**src/rtl/game_pkg.sv**
```systemverilog
// Shared definitions for the game sources on the 4-bit display mux.
//   VAL_BLANK / VAL_FAIL : reserved display codes
//   state_t              : reaction-game FSM states
//   lfsr_next            : one step of the 8-bit x^8+x^6+x^5+x^4+1 Fibonacci LFSR
package game_pkg;

    localparam logic [3:0] VAL_BLANK = 4'd12;
    localparam logic [3:0] VAL_FAIL  = 4'd15;

    typedef enum logic [2:0] {
        IDLE   = 3'd0,
        WAIT   = 3'd1,
        TARGET = 3'd2,
        RESULT = 3'd3,
        FAIL   = 3'd4
    } state_t;

    // Shift left; feedback taps are bits 8,6,5,4 in polynomial numbering.
    function automatic logic [7:0] lfsr_next(input logic [7:0] r);
        return {r[6:0], r[7] ^ r[5] ^ r[4] ^ r[3]};
    endfunction

endpackage

```
**src/rtl/game_reaction_if.sv**
```systemverilog
// Button/display bundle of the reaction game.
//   btn1..btn4 : debounced, game-gated single-cycle button pulses
//   value      : 4-bit display code towards the display mux
// master = button/display side, slave = game core.
interface game_reaction_if;

    logic       btn1;
    logic       btn2;
    logic       btn3;
    logic       btn4;
    logic [3:0] value;

    modport master (
        output btn1, btn2, btn3, btn4,
        input  value
    );

    modport slave (
        input  btn1, btn2, btn3, btn4,
        output value
    );

endinterface

```
**src/rtl/reaction_lfsr.sv**
```systemverilog
// Free-running 8-bit pseudo-random source, reusable by other games.
//   clk   : system clock
//   reset : asynchronous, active-high; loads SEED
//   rnd   : current LFSR state, advances every clk, never 0 for a non-zero SEED
module reaction_lfsr
    import game_pkg::*;
#(
    parameter logic [7:0] SEED = 8'hA5
) (
    input  logic       clk,
    input  logic       reset,
    output logic [7:0] rnd
);

    always_ff @(posedge clk or posedge reset) begin
        if (reset) begin
            rnd <= SEED;
        end else begin
            rnd <= lfsr_next(rnd);
        end
    end

endmodule

```
**src/rtl/game_reaction.sv**
```systemverilog
// Reaction-time game (display mux source 2'b11).
// After a random delay a target digit 1..4 is shown; the player presses the
// matching button and gets a 0..9 score (lower is faster) or the fail code.
//   clk   : system clock
//   reset : asynchronous, active-high
//   bus   : slave side of game_reaction_if (btn1..btn4 in, value out)
// value is fully registered: 12 blank, 1..4 target, 0..9 score, 15 fail.
module game_reaction
    import game_pkg::*;
#(
    parameter int unsigned TICK_DIV      = 100000,
    parameter int unsigned MIN_DELAY     = 100,
    parameter int unsigned SCORE_TICKS   = 10,
    parameter int unsigned TIMEOUT_TICKS = 200
) (
    input  logic            clk,
    input  logic            reset,
    game_reaction_if.slave  bus
);

    localparam int unsigned PW = (TICK_DIV > 1) ? $clog2(TICK_DIV) : 1;
    localparam int unsigned DW = $clog2(MIN_DELAY + 256);
    localparam int unsigned RW = $clog2(TIMEOUT_TICKS + 1);
    localparam int unsigned SW = (SCORE_TICKS > 1) ? $clog2(SCORE_TICKS) : 1;

    localparam logic [PW-1:0] PRESC_MAX = PW'(TICK_DIV - 1);
    localparam logic [RW-1:0] RT_MAX    = RW'(TIMEOUT_TICKS);
    localparam logic [SW-1:0] SDIV_MAX  = SW'(SCORE_TICKS - 1);

    state_t        state_q;
    logic [PW-1:0] presc_q;
    logic [DW-1:0] delay_q;
    logic [RW-1:0] rt_q;
    logic [SW-1:0] sdiv_q;
    logic [3:0]    score_q;
    logic [1:0]    tidx_q;
    logic [3:0]    value_q;

    logic [7:0]    rnd;
    logic [3:0]    btn_vec;
    logic [3:0]    match_mask;
    logic          any;
    logic          tick;
    logic [DW-1:0] new_delay;

    reaction_lfsr u_lfsr (
        .clk   (clk),
        .reset (reset),
        .rnd   (rnd)
    );

    assign btn_vec    = {bus.btn4, bus.btn3, bus.btn2, bus.btn1};
    assign any        = |btn_vec;
    assign match_mask = 4'b0001 << tidx_q;
    assign tick       = (presc_q == PRESC_MAX);
    assign new_delay  = DW'(MIN_DELAY) + DW'(rnd);
    assign bus.value  = value_q;

    always_ff @(posedge clk or posedge reset) begin
        if (reset) begin
            state_q <= IDLE;
            presc_q <= '0;
            delay_q <= '0;
            rt_q    <= '0;
            sdiv_q  <= '0;
            score_q <= '0;
            tidx_q  <= '0;
            value_q <= VAL_BLANK;
        end else begin
            presc_q <= tick ? '0 : presc_q + PW'(1);

            // Every branch that changes state also clears the prescaler so the
            // first tick of the new state lands exactly TICK_DIV cycles later.
            unique case (state_q)
                IDLE, RESULT, FAIL: begin
                    if (any) begin
                        state_q <= WAIT;
                        delay_q <= new_delay;
                        presc_q <= '0;
                        value_q <= VAL_BLANK;
                    end
                end

                WAIT: begin
                    if (any) begin
                        state_q <= FAIL;
                        presc_q <= '0;
                        value_q <= VAL_FAIL;
                    end else if (tick) begin
                        if (delay_q <= DW'(1)) begin
                            state_q <= TARGET;
                            delay_q <= '0;
                            presc_q <= '0;
                            tidx_q  <= rnd[1:0];
                            value_q <= {2'b00, rnd[1:0]} + 4'd1;
                            rt_q    <= '0;
                            sdiv_q  <= '0;
                            score_q <= '0;
                        end else begin
                            delay_q <= delay_q - DW'(1);
                        end
                    end
                end

                TARGET: begin
                    // A press is evaluated before the timeout, so a correct
                    // press in the timeout cycle still scores.
                    if (any) begin
                        presc_q <= '0;
                        if (btn_vec == match_mask) begin
                            state_q <= RESULT;
                            value_q <= score_q;
                        end else begin
                            state_q <= FAIL;
                            value_q <= VAL_FAIL;
                        end
                    end else if (rt_q == RT_MAX) begin
                        state_q <= FAIL;
                        presc_q <= '0;
                        value_q <= VAL_FAIL;
                    end else if (tick) begin
                        rt_q <= rt_q + RW'(1);
                        // score tracks min(rt/SCORE_TICKS, 9) without a divider
                        if (sdiv_q == SDIV_MAX) begin
                            sdiv_q <= '0;
                            if (score_q != 4'd9) begin
                                score_q <= score_q + 4'd1;
                            end
                        end else begin
                            sdiv_q <= sdiv_q + SW'(1);
                        end
                    end
                end

                default: begin
                    state_q <= IDLE;
                    value_q <= VAL_BLANK;
                end
            endcase
        end
    end

endmodule

```
**src/flat_wrapper.sv**
```systemverilog
// flat-port wrapper written by rule: the top's interface ports become plain ports
module game_reaction_flat import game_pkg::*;
#(
    parameter int unsigned TICK_DIV      = 100000,
    parameter int unsigned MIN_DELAY     = 100,
    parameter int unsigned SCORE_TICKS   = 10,
    parameter int unsigned TIMEOUT_TICKS = 200
)
  (clk, reset, bus_btn1, bus_btn2, bus_btn3, bus_btn4, bus_value);
  game_reaction_if bus_i ();
  input  logic clk;
  input  logic reset;
  input wire logic [$bits(bus_i.btn1)-1:0] bus_btn1;
  input wire logic [$bits(bus_i.btn2)-1:0] bus_btn2;
  input wire logic [$bits(bus_i.btn3)-1:0] bus_btn3;
  input wire logic [$bits(bus_i.btn4)-1:0] bus_btn4;
  output wire logic [$bits(bus_i.value)-1:0] bus_value;
  assign bus_i.btn1 = bus_btn1;
  assign bus_i.btn2 = bus_btn2;
  assign bus_i.btn3 = bus_btn3;
  assign bus_i.btn4 = bus_btn4;
  assign bus_value = bus_i.value;
  game_reaction #(.TICK_DIV(TICK_DIV), .MIN_DELAY(MIN_DELAY), .SCORE_TICKS(SCORE_TICKS), .TIMEOUT_TICKS(TIMEOUT_TICKS)) u_core (.clk(clk), .reset(reset), .bus(bus_i));
endmodule
```
**config.mk**
```make
export PLATFORM = sky130hd
export DESIGN_NAME = game_reaction_flat
export DESIGN_NICKNAME = d
export VERILOG_FILES = /design/src/rtl/game_pkg.sv /design/src/rtl/game_reaction_if.sv /design/src/rtl/reaction_lfsr.sv /design/src/rtl/game_reaction.sv /design/src/flat_wrapper.sv
export SDC_FILE = /design/constraint.sdc
export NUM_CORES = 1
export LEC_CHECK = 0
export ABC_AREA = 1
export BUFFER_PORTS_ARGS = -buffer_cell sky130_fd_sc_hd__buf_4
export CORE_UTILIZATION = 29
export DETAILED_ROUTE_END_ITERATION = 16
export HOLD_SLACK_MARGIN = 0.05
export MAX_ROUTING_LAYER = met4
export RECOVER_POWER = 100
export SLEW_MARGIN = 0
export SYNTH_ARGS = -nofsm -noshare
export SYNTH_HDL_FRONTEND = slang
export SYNTH_SLANG_ARGS = --single-unit
export TNS_END_PERCENT = 50
```
**constraint.sdc**
```tcl
create_clock -name clk -period 2.1 [get_ports clk]
set_clock_uncertainty 0.1 [all_clocks]
set_input_delay 0.315 -clock clk [delete_from_list [all_inputs] [get_ports clk]]
set_output_delay 0.315 -clock clk [all_outputs]
set_load 0.02 [all_outputs]
```
==> results of run 1 <==
[power breakdown]
group / leakage (nW) / total (mW) / switching, mW / internal (mW)
clock network: 0.167 / 1.72 / 0.554 / 1.17
registers: 0.770 / 1.55 / 0.198 / 1.35
logic: 1.08 / 1.57 / 1.01 / 0.565
[synthesized netlist by cell type (2+ instances only)]
cell / instances
a21oi_1: 4
buf_4: 3
buf_6: 2
dfrtp_1: 53
dfstp_2: 6
ha_1: 11
inv_1: 60
inv_2: 7
nand2_1: 125
nand2_2: 4
nand3_1: 27
nand4_1: 10
nor2_1: 69
nor2_2: 2
nor3_1: 11
nor3_2: 2
nor4_1: 3
o21ai_0: 32
o21ai_1: 14
o22ai_1: 3
or2_2: 3
xnor2_1: 6
xor2_1: 15
[repair_timing]
item	in CTS	in global routing
endpoints found under the setup margin	0	34
buffers inserted	0	5
endpoints found under the hold margin	17	0
hold buffers	1	0
resized for setup	0	8
[layout make-up]
cell class	instances	area, µm²
clock inverters	7	124
clock buffers	9	225
repair buffers	24	188
inverters	67	251
well taps	168	210
fillers	1249	7740
flip-flops and latches	59	1480
multi-input cells	355	1840
[worst paths after layout]
check / end / slack, ps / start / cells past startpoint
max reg2reg: u_core.rt_q[1] / 160 / u_core.presc_q[0] / 12
max in group asynchronous: u_core.bus.value[2] / 520 / reset / 4
min reg2reg: u_core.u_lfsr.rnd[2] / 310 / u_core.u_lfsr.rnd[1] / 0
max: u_core.rt_q[1] / 160 / u_core.presc_q[0] / 12
min in group asynchronous: u_core.delay_q[5] / 620 / reset / 3
min: u_core.u_lfsr.rnd[2] / 310 / u_core.u_lfsr.rnd[1] / 0
[cells by family (layout without fill, tap and decap cells)]
family                     Yosys count  in the layout  share of synthesized area (%)
AOI/OAI and AO/OA                   59             59                           9.00
xor gates and xnor gates            21             21                           5.11
adders and majority gates           11             11                           3.82
buffers and inverters               74            107                           8.48
DFF                                 59             59                           41.2
and+or+nand+nor                    264            264                           32.4
[state kept, by name (all words and copies together), names as in the netlist]
| name | flops |
|---|---|
| u_core.score_q | 4 |
| u_core.bus.value | 4 |
| u_core.delay_q | 9 |
| u_core.state_q | 3 |
| u_core.rt_q | 8 |
| u_core.u_lfsr.rnd | 8 |
| u_core.sdiv_q | 4 |
| u_core.tidx_q | 2 |
| u_core.presc_q | 17 |
[critical path, stage by stage, from the launching register on]
cell and delay (ps):
dfrtp_1 370, ha_1 180, nand2_1 60, inv_1 90, nand2_1 110, nor2_1 130, nand2_2 100, nand2_2 130
nand3_2 110, nor2_4 190, buf_4 140, nand3_1 50, o21ai_0 80
[per-stage QoR]
step                      utilization [%]  hold slack [ps]
after global routing                 35.9              317
after global placement               32.4              258
final                                35.9              313
after CTS                            35.3              309
after floorplan                         -              275
after detailed placement             32.4              268
[metal layers]
| layer | up-vias | global-route usage [%] |
|---|---|---|
| li1 | 1613 | - |
| met1 | 1420 | 17.7 |
| met2 | 43 | 21.2 |
| met3 | 15 | 3.29 |
| met4 | 0 | 5.44 |
| met5 | - | - |
==> results.yml, run 1 <==
clock_tree:
  cts_buffer_depth: 2
  cts_tree: "done"
  clk_latency_ps: 330
  clock_sinks: 59
  clk_pin_slew_ps: 60
  cts_buffers: 9
  root_buffer: "clkbuf_16"
  htreeDepth: 3
power_and_ir_drop:
  peakVddDrop_mv: 0.529
  p_leak_nw: 2.01
  p_total_mw: 4.84
  power_density_nw_per_um2: 1120
synthesis:
  ys_warn_count: 0
  synth.area.top_cells: "dfrtp_1 37%, nand2_1 13%, nor2_1 7.2%, inv_1 6.3%, o21ai_0 4.4%"
  async_flop_share_pct: 100
  ys_ff_latch: 59
  synth_flop_cell: "dfrtp_1"
  syn_inst: 488
  synth_nets: 505
  syn-cell-area_um2: 3600
  yosysUniqueCellTypes: 39
  yosysTopAreaCellShare_pct: 36.8
  syn_area_per_cell_um2: 7.38
  yosysSeqAreaShare_pct: 41.2
  synth_edf_count: 0
  yosysTopAreaCell: "dfrtp_1"
global_route:
  grt_max_degree: 41
  grt_pass1_wl_um: 13800
  overflow: 0
  grt_use_total_pct: 13.9
  grt_pass1_vias: 2957
  antenna_found_initial: 0
worst_setup_path:
  crit_fanout: 6
  cp.arrival_ps: 2080
  worstPathRequired_ps: 2240
  crit_path_end_kind: "register"
  critical_path_class: "reg2reg"
  start_kind: "register"
floorplanning:
  ioPinCount: 10
  die_area_um2: 12900
  initial_core_util_pct: 29.8
  fp.coreArea_um2: 12100
  fp.dieH_um: 113
  dieWidth_um: 113
  fp-row-count: 40
route:
  wl_met3_um: 229
  wl_met2_um: 3600
  postRouteAntennaNets: 0
  finalWirelength_um: 7880
  via_count: 3091
  first_iter_violations: 129
  dr.max_layer_used: "met4"
  drc: 0
  m1WireLength_um: 3900
  avgViaCountPerCell: 4.49
  drtPass1Iterations: 5
  wl_per_cell_um: 11.4
timing:
  hold_violations: 0
  fmaxAchievable_ghz: 0.516
  finalMaxSlewViolations: 0
  setup_tns_ps: 0
  maxSlewHeadroom_pct: 43.3
  period_needed_ps: 1940
  worst_slack_ps: 163
  setup_viol: 0
  fin_crit_sh_pct: 92.3
  worst_pin_slew_ps: 850
finish:
  final_cell_mix: "123 x nand2_1, 68 x nor2_1, 60 x inv_1, 53 x dfrtp_1, 32 x o21ai_0"
  layout-drive-gt1-share_pct: 13.1
  area_delta_synth_final_pct: 20.1
  stdcell_count: 689
  final_common_cell: "nand2_1"
  fin_nets: 533
  antenna-diode-count: 0
  design_area_um2: 4320
placement:
  dp.final_hpwl_um: 5910
  globalplace.congestion: 0.859
  place_area_um2: 3900
  io_buffers: 9
  post-place-cells: 667
  dp_slack_ps: 128
flow_run:
  cap_violations: 0
run_status:
  status: "completed"
min_path:
  hold_class: "reg2reg"
(Power assumes the default switching activity.)
==> run 2, diff against run 1 <==
--- a/config.mk
+++ b/config.mk
@@ -7,10 +7,12 @@
 export LEC_CHECK = 0
 export ABC_AREA = 1
 export BUFFER_PORTS_ARGS = -buffer_cell sky130_fd_sc_hd__buf_4
-export CORE_UTILIZATION = 29
+export CORE_UTILIZATION = 60
+export CTS_BUF_LIST = sky130_fd_sc_hd__clkbuf_16
 export DETAILED_ROUTE_END_ITERATION = 16
 export HOLD_SLACK_MARGIN = 0.05
 export MAX_ROUTING_LAYER = met4
+export PLACE_DENSITY = 0.77
 export RECOVER_POWER = 100
 export SLEW_MARGIN = 0
 export SYNTH_ARGS = -nofsm -noshare
==> constraint.sdc (replaced) <==
create_clock -name clk -period 2.41 [get_ports clk]
set_clock_uncertainty 0.1 [all_clocks]
set_input_delay 0.3615 -clock clk [delete_from_list [all_inputs] [get_ports clk]]
set_output_delay 0.3615 -clock clk [all_outputs]
set_load 0.02 [all_outputs]
==> results.yml, run 2 (synthesis gave the netlist of run 1 again) <==
finish:
  final_util_pct: 71.2
  largest_reg_flops: 17
  reg.largest.list: "u_core.presc_q x17, u_core.delay_q x9"
  antenna-diode-count: 0
  top_register: "u_core.presc_q"
  stdcell_count: 584
  nFillCells: 419
  seq_area_um2: 1480
  final_cell_mix: "126 x nand2_1, 69 x nor2_1, 61 x inv_1, 53 x dfrtp_1, 43 x o21ai_0"
  layout-drive-gt1-share_pct: 9.96
  multi_input_area_um2: 1810
  final_common_cell: "nand2_1"
  area_delta_synth_final_pct: 11.6
  fin_nets: 524
worst_setup_path:
  start_kind: "register"
  crit_path_end: "u_core.delay_q[6]"
  crit_path_start: "u_core.state_q[2]"
  reg2reg_slack_ps: 210
  crit_path_end_kind: "register"
  r2r-end: "u_core.delay_q[6]"
  cp.arrival_ps: 2340
  reg2reg_depth: 10
  r2r_start: "u_core.state_q[2]"
  crit_fanout: 17
  worstPathRequired_ps: 2550
  critical_path_class: "reg2reg"
floorplanning:
  fp.coreArea_um2: 5640
  ioPinCount: 10
  initial_core_util_pct: 63.8
  dieWidth_um: 79.5
  fp.dieH_um: 79.5
  die_area_um2: 6310
  fp-row-count: 27
clock_tree:
  cts_tree: "done"
  cts_buffer_depth: 2
  cts_buffers: 9
  htreeDepth: 3
  post-cts-setup-buffers: 0
  clock_sinks: 59
  clk_pin_slew_ps: 50
  clk_latency_ps: 330
  root_buffer: "clkbuf_16"
global_route:
  grt_max_degree: 28
  grt.met3_usage_pct: 4.46
  grt_use_total_pct: 29.2
  grt_pass1_wl_um: 13800
  met2_usage_pct: 46.9
  antenna_found_initial: 0
  use_met1_pct: 37.1
  overflow: 0
  grt_pass1_vias: 3018
  busiest_layer: "met2"
route:
  wl_per_cell_um: 13.4
  first_iter_violations: 192
  via_count: 3205
  postRouteAntennaNets: 0
  avgViaCountPerCell: 5.49
  finalWirelength_um: 7820
  drc: 0
  drtPass1Iterations: 5
placement:
  dp_slack_ps: 179
  globalplace.congestion: 0.888
  dp.final_hpwl_um: 5530
  post-place-cells: 567
  io_buffers: 9
power_and_ir_drop:
  p_switching_mw: 1.49
  p_total_mw: 3.89
  combPwrFrac_pct: 33.5
  p_seq_share_pct: 34.9
  power_density_nw_per_um2: 968
  p_int_mw: 2.40
  p_leak_nw: 1.92
  p_sw_share_pct: 38.4
  clkPwrFrac_pct: 31.6
  peakVddDrop_mv: 0.670
timing:
  setup_tns_ps: 0
  worst_slack_ps: 208
  fin_crit_sh_pct: 91.4
  rsz0062_at_grt: "false"
  finalMaxSlewViolations: 0
  maxSlewHeadroom_pct: 35.9
  worst_pin_slew_ps: 960
  setup_viol: 0
  hold_violations: 0
  period_needed_ps: 2200
  fmaxAchievable_ghz: 0.454
min_path:
  worstHoldStart: "u_core.u_lfsr.rnd[1]"
  hold_class: "reg2reg"
flow_run:
  cap_violations: 0
run_status:
  status: "completed"
## run 2: cell count changes in the layout (fill, tap and decap cells not counted), moves of 2 or more
| cell | change |
|---|---|
| buf_4 | -7 |
| buf_6 | -2 |
| bufinv_16 | -2 |
| clkinv_2 | +3 |
| inv_6 | -2 |
| nand2_1 | +3 |
| nand2_2 | -2 |
| nand3_1 | +2 |
| nor2_2 | -2 |
| o21ai_0 | +11 |
| o21ai_1 | -11 |
## run 2: layout make-up
cell class	count	area share [%]
Timing Repair Buffer	15	2.43
Inverter	67	6.26
Clock buffer	9	5.61
Sequential cell	59	36.9
Multi-Input combinational cell	355	45.0
Clock inverter	7	1.50
Tap cell	72	2.24
## run 2: critical path: stages, from the launching register on
cell and delay (ps):
dfrtp_1 450, nor3_4 420, buf_4 220, nand2_2 100, inv_1 90, nor3_1 50, nor2_1 110, nand2_1 100
inv_2 220, nand2_1 110, o21ai_1 120
## run 2: power by group through the flow
stage          Combinational, mW  Sequential [mW]  Clock (mW)
2_1_floorplan               1.04             1.35           0
3_3_place_gp                1.26             1.36           0
3_5_place_dp                1.29             1.36           0
4_1_cts                     1.33             1.35        1.24
5_1_grt                     1.48             1.38        1.29
6_report                    1.30             1.36        1.23
## run 2: repair_timing
action,CTS,global route
hold buffers,1,0
gates resized for setup,0,1
setup endpoints to repair,0,8
hold endpoints to repair,21,0
## run 2: worst min path at each step
stage                                 endpoint  cells after the start  slack (ps)
after floorplan           u_core.u_lfsr.rnd[7]                      0         270
after global placement    u_core.u_lfsr.rnd[2]                      0         290
after detailed placement  u_core.u_lfsr.rnd[7]                      0         290
after CTS                 u_core.u_lfsr.rnd[2]                      0         310
after global routing      u_core.u_lfsr.rnd[2]                      0         320
final                     u_core.u_lfsr.rnd[2]                      0         310
## run 2: metal layers
metal	wire length (µm)	part of all wire, %	vias up
met4	117	1.5	0
met5	0	0	-
met3	390	5.0	12
met2	3740	48	87
met1	3570	46	1513
li1	-	-	1593
## run 2: per-stage QoR
step,area (µm²),hold WS [ps]
3_5_place_dp,3740,290
3_3_place_gp,3740,293
6_report,4020,311
4_1_cts,4040,306
2_1_floorplan,3600,275
5_1_grt,4020,322
